[src/rtl/mem_port_arbiter.sv]
// Arbitrates the single memory port between instruction fetch (I) and data load/store (D).
// Define ARB_ROUND_ROBIN_EN to alternate the winner on simultaneous requests; default is fixed D priority.
module mem_port_arbiter #(
  parameter int ADDR_W = 32,
  parameter int DATA_W = 32
) (
  input  logic              CLK,
  input  logic              RESET,
  input  logic              I_READ,
  input  logic [ADDR_W-1:0] I_ADDRESS,
  output logic [DATA_W-1:0] I_READDATA,
  output logic              I_BUSYWAIT,
  input  logic              D_READ,
  input  logic              D_WRITE,
  input  logic [ADDR_W-1:0] D_ADDRESS,
  input  logic [DATA_W-1:0] D_WRITEDATA,
  output logic [DATA_W-1:0] D_READDATA,
  output logic              D_BUSYWAIT,
  output logic              MEM_READ,
  output logic              MEM_WRITE,
  output logic [ADDR_W-1:0] MEM_ADDRESS,
  output logic [DATA_W-1:0] MEM_WRITEDATA,
  input  logic [DATA_W-1:0] MEM_READDATA,
  input  logic              MEM_BUSYWAIT,
  output logic              PORT_SEL
);

  typedef enum logic [1:0] {IDLE, I_ACC, D_ACC} state_t;

  state_t            state;
  state_t            state_nxt;
  logic              i_req;
  logic              d_req;
  logic              in_acc;
  logic              done;
  logic              grant_pt;
  logic              i_cand;
  logic              d_cand;
  logic              d_win;
  logic              i_win;
  logic              cmd_wr;
  logic              sel_q;
  logic [ADDR_W-1:0] addr_q;
  logic [DATA_W-1:0] wdata_q;
  logic [DATA_W-1:0] i_rdata_q;
  logic [DATA_W-1:0] d_rdata_q;

  assign i_req    = I_READ;
  assign d_req    = D_READ | D_WRITE;
  assign in_acc   = (state != IDLE);
  assign done     = in_acc && !MEM_BUSYWAIT;
  assign grant_pt = !in_acc || done;

  // The requester finishing this cycle may not win the very next access.
  assign i_cand = i_req && !(done && state == I_ACC);
  assign d_cand = d_req && !(done && state == D_ACC);

`ifdef ARB_ROUND_ROBIN_EN
  logic last_d;

  assign d_win = grant_pt && d_cand && (!i_cand || !last_d);

  always_ff @(posedge CLK or negedge RESET) begin
    if (!RESET) begin
      last_d <= 1'b0;
    end else if (d_win || i_win) begin
      last_d <= d_win;
    end
  end
`else
  assign d_win = grant_pt && d_cand;
`endif

  assign i_win = grant_pt && i_cand && !d_win;

  always_ff @(posedge CLK or negedge RESET) begin
    if (!RESET) begin
      state <= IDLE;
    end else begin
      state <= state_nxt;
    end
  end

  always_comb begin
    state_nxt = state;
    if (d_win) begin
      state_nxt = D_ACC;
    end else if (i_win) begin
      state_nxt = I_ACC;
    end else if (grant_pt) begin
      state_nxt = IDLE;
    end
  end

  always_comb begin
    MEM_READ   = in_acc && !cmd_wr;
    MEM_WRITE  = in_acc && cmd_wr;
    I_BUSYWAIT = i_req && !(state == I_ACC && done);
    D_BUSYWAIT = d_req && !(state == D_ACC && done);
    I_READDATA = (state == I_ACC && done) ? MEM_READDATA : i_rdata_q;
    D_READDATA = (state == D_ACC && done) ? MEM_READDATA : d_rdata_q;
  end

  // Command, address and store data are frozen at the grant edge for the whole access.
  always_ff @(posedge CLK or negedge RESET) begin
    if (!RESET) begin
      cmd_wr  <= 1'b0;
      sel_q   <= 1'b0;
      addr_q  <= '0;
      wdata_q <= '0;
    end else if (d_win) begin
      cmd_wr  <= D_WRITE;
      sel_q   <= 1'b1;
      addr_q  <= D_ADDRESS;
      wdata_q <= D_WRITEDATA;
    end else if (i_win) begin
      cmd_wr  <= 1'b0;
      sel_q   <= 1'b0;
      addr_q  <= I_ADDRESS;
    end
  end

  always_ff @(posedge CLK or negedge RESET) begin
    if (!RESET) begin
      i_rdata_q <= '0;
      d_rdata_q <= '0;
    end else if (done) begin
      if (state == I_ACC) begin
        i_rdata_q <= MEM_READDATA;
      end else begin
        d_rdata_q <= MEM_READDATA;
      end
    end
  end

  assign MEM_ADDRESS   = addr_q;
  assign MEM_WRITEDATA = wdata_q;
  assign PORT_SEL      = sel_q;

endmodule

[config.mk]
export PLATFORM = sky130hd
export DESIGN_NAME = mem_port_arbiter
export DESIGN_NICKNAME = d
export VERILOG_FILES = /design/src/rtl/mem_port_arbiter.sv
export SDC_FILE = /design/constraint.sdc
export NUM_CORES = 1
export LEC_CHECK = 0
export BUFFER_PORTS_ARGS = -buffer_cell sky130_fd_sc_hd__clkbuf_2
export CORE_ASPECT_RATIO = 1.25
export CORE_MARGIN = 5
export CORE_UTILIZATION = 41
export CTS_BUF_LIST = sky130_fd_sc_hd__clkbuf_8
export DETAILED_ROUTE_END_ITERATION = 7
export PLACE_DENSITY = 0.82
export RECOVER_POWER = 100
export SYNTH_ARGS = -nofsm -noshare
export SYNTH_HDL_FRONTEND = slang
export SYNTH_SLANG_ARGS = --single-unit
export TNS_END_PERCENT = 20
[constraint.sdc]
create_clock -name CLK -period 3.6 [get_ports CLK]
set_clock_uncertainty 0.1 [all_clocks]
set_input_delay 0.36 -clock CLK [delete_from_list [all_inputs] [get_ports CLK]]
set_output_delay 0.36 -clock CLK [all_outputs]
set_load 0.02 [all_outputs]
==> impl_metrics.tcl <==
set metrics [dict create \
    synth-seq-area-share_pct 55.46 \
    die_h_um 144.8 \
    rsz0062_at_grt "false" \
    drtIter0Drc 74 \
    seqPwrFrac_pct 34.6 \
    synth_warnings 0 \
    clock_path_buffers 2 \
    internal_power_mw 4.486 \
    postCtsSetupBuffers 0 \
    setup_violations 0 \
    max-cap-violations 3 \
    grt_use_total_pct 16.29 \
    path_class "reg2out" \
    die-area_um2 17050 \
    violations "capacitance limit, slew limit" \
    cts_buffers 17 \
    grt_max_degree 71 \
    cts_sinks 132 \
    drive_above_1_share_pct 51.47 \
    slew_headroom_pct -19.93 \
    post_cts_resized 0 \
    switching_power_mw 3.101 \
    outcome "complete, but fails checks" \
    vias 4041 \
    antenna_found_initial 0 \
    overflow 0 \
    io_buffers 266 \
    drc_errors 0 \
    insertion_delay_ps 420 \
    slew_violations 130 \
    synth_most_common_cell "mux2_2" \
    wirelength_um 14220 \
    netlist_area_um2 5956 \
    routed_via_density 4.898 \
    dp_hpwl_um 10880 \
    avgSynthCellArea_um2 16.10 \
    worst_pin_slew_ps 1799 \
    arrival_ps 2370 \
    tns_ps 0 \
    area_growth_pct 27.10 \
    synth_edf_count 0 \
    ioPinCount 267 \
    wl_per_cell_um 17.24 \
    dieWidth_um 117.8 \
    cp_max_fo 33 \
    netlist_top_cells_area "dfrtp_1, mux2_2, mux2_4, buf_6, buf_2" \
    root_buffer "clkbuf_8" \
    core-area_um2 14350 \
    synthTopCellsByCount "mux2_2, dfrtp_1, mux2_4" \
    peakVddDrop_v 0.0005623 \
    grt_pass1_wl_um 22390 \
    postLayoutCoreUtil_pct 52.76 \
    cp-start-kind "register" \
    std_cell_rows 49 \
    antenna_left 0 \
    period_share_pct 78.61 \
    first_pass_iters 4 \
    post-route-min-period_ps 2830 \
    leakage_nw 3.438 \
    start_util_pct 41.51 \
    yosysUniqueCellTypes 22 \
    p_comb_share_pct 50.1 \
    worstPathRequired_ps 3140 \
    async_flop_share_pct 100.0 \
    synth_cells 370 \
    finalHoldViolations 0 \
    fmax_mhz 353.4 \
    cts_tree "yes" \
    yosys.area.top_type "dfrtp_1" \
    sw_frac_of_total_pct 40.87 \
    power_density_nw_per_um2 1002 \
    synth.net_count 504 \
    h-tree-depth 4 \
    cts_hold_buf 1 \
    worstSetupEndpointType "primary output" \
    antennaDiodeCount 0 \
    min_path_type "in2reg" \
    clockPowerShare_pct 15.2 \
    clkSlewWorstSetupHoldPaths_ps 70 \
    ys_seq_elements 132 \
    synth_top_cell_area_share_pct 55.46 \
    synth_flop_cell "dfrtp_1" \
    grt_pass1_vias 4522 \
    nets 773 \
    gp_routability_congestion 0.7455 \
]
state kept, by name (all words and copies together), names as in the netlist:
signal         count
cmd_wr             1
i_rdata_q         32
PORT_SEL           1
d_rdata_q         32
state              2
MEM_WRITEDATA     32
MEM_ADDRESS       32
power by group through the flow:
stage | logic, mW | registers (mW) | clock network [mW]
after floorplan | 2.56 | 3.01 | 0
after global placement | 4.02 | 2.62 | 0
after detailed placement | 4.13 | 2.66 | 0
after CTS | 4.13 | 2.64 | 1.20
after global routing | 4.08 | 2.71 | 1.26
final | 3.81 | 2.63 | 1.16
layout make-up:
cell class              count  area, µm²
clock buffers              20      275.3
clock inverters             7      86.33
fillers                  1274       6777
multi-input cells         217       2455
flip-flops and latches    132       3303
well taps                 178      222.7
repair buffers            271       1227
layer usage:
metal,GRT usage [%],share of wire [%]
met1,17.46,35
met2,28.78,55
met3,5.910,6.8
met4,7.729,3.2
met5,0,0
worst max-delay path, stage by stage, from the launching register on:
cell and delay [ps]:
dfrtp_1 460, nand2b_1 140, nor2_4 710, mux2_2 420, clkbuf_1 180
logic make-up (layout without fill, tap and decap cells):
kind of cell,count (synthesis),in the layout,synth area share [%]
DFF,132,132,55.46
muxes,192,192,38.32
and+or+nand+nor,17,17,1.807
AOI/OAI and AO/OA,8,8,1.429
buffers and inverters,21,298,2.983
worst paths after layout:
| kind | startpoint | end | slack (ps) | depth (start not counted) |
|---|---|---|---|---|
| min in group asynchronous | RESET | d_rdata_q[18] | 760 | 2 |
| min | D_WRITEDATA[0] | MEM_WRITEDATA[0] | 70 | 2 |
| min reg2reg | i_rdata_q[23] | i_rdata_q[23] | 390 | 1 |
| max in group asynchronous | RESET | i_rdata_q[19] | 1510 | 3 |
| max reg2reg | state[0] | MEM_ADDRESS[31] | 780 | 3 |
| max | state[1] | D_READDATA[10] | 770 | 4 |
cell usage in the layout (no fill, tap or decap):
cell type	netlist	final
a211oi_1	0	1
nand2_1	2	2
dlygate4sd3_1	0	1
mux2_4	32	32
nand2b_1	4	4
a22o_1	2	2
a21oi_2	1	2
clkinv_4	0	1
buf_4	4	1
nor2_1	4	4
bufinv_16	0	2
or3_4	1	1
nor2b_1	2	2
o21ai_0	1	1
nand3_1	1	1
mux2_1	0	27
clkinv_2	0	2
clkbuf_1	0	133
nor2b_4	1	1
a21o_1	1	1
buf_12	0	2
mux2_2	160	133
inv_1	0	2
clkbuf_8	0	20
clkbuf_2	0	134
dfrtp_1	132	132
a32o_1	1	1
nor2_2	1	1
nor2_4	1	1
stage by stage:
step	std cells	total power, mW	cell area (µm²)	worst slack [ps]	hold WS, ps
final	825	7.588	7570	770.1	67.12
after global routing	825	8.057	7570	532.2	21.74
after CTS	825	7.974	7761	758.5	27.76
after detailed placement	797	6.790	7390	1065	368.6
after global placement	797	6.636	7390	1176	367.3
after floorplan	370	5.568	5956	1731	-35.59
Note: power is estimated with default switching activity, not from simulation.
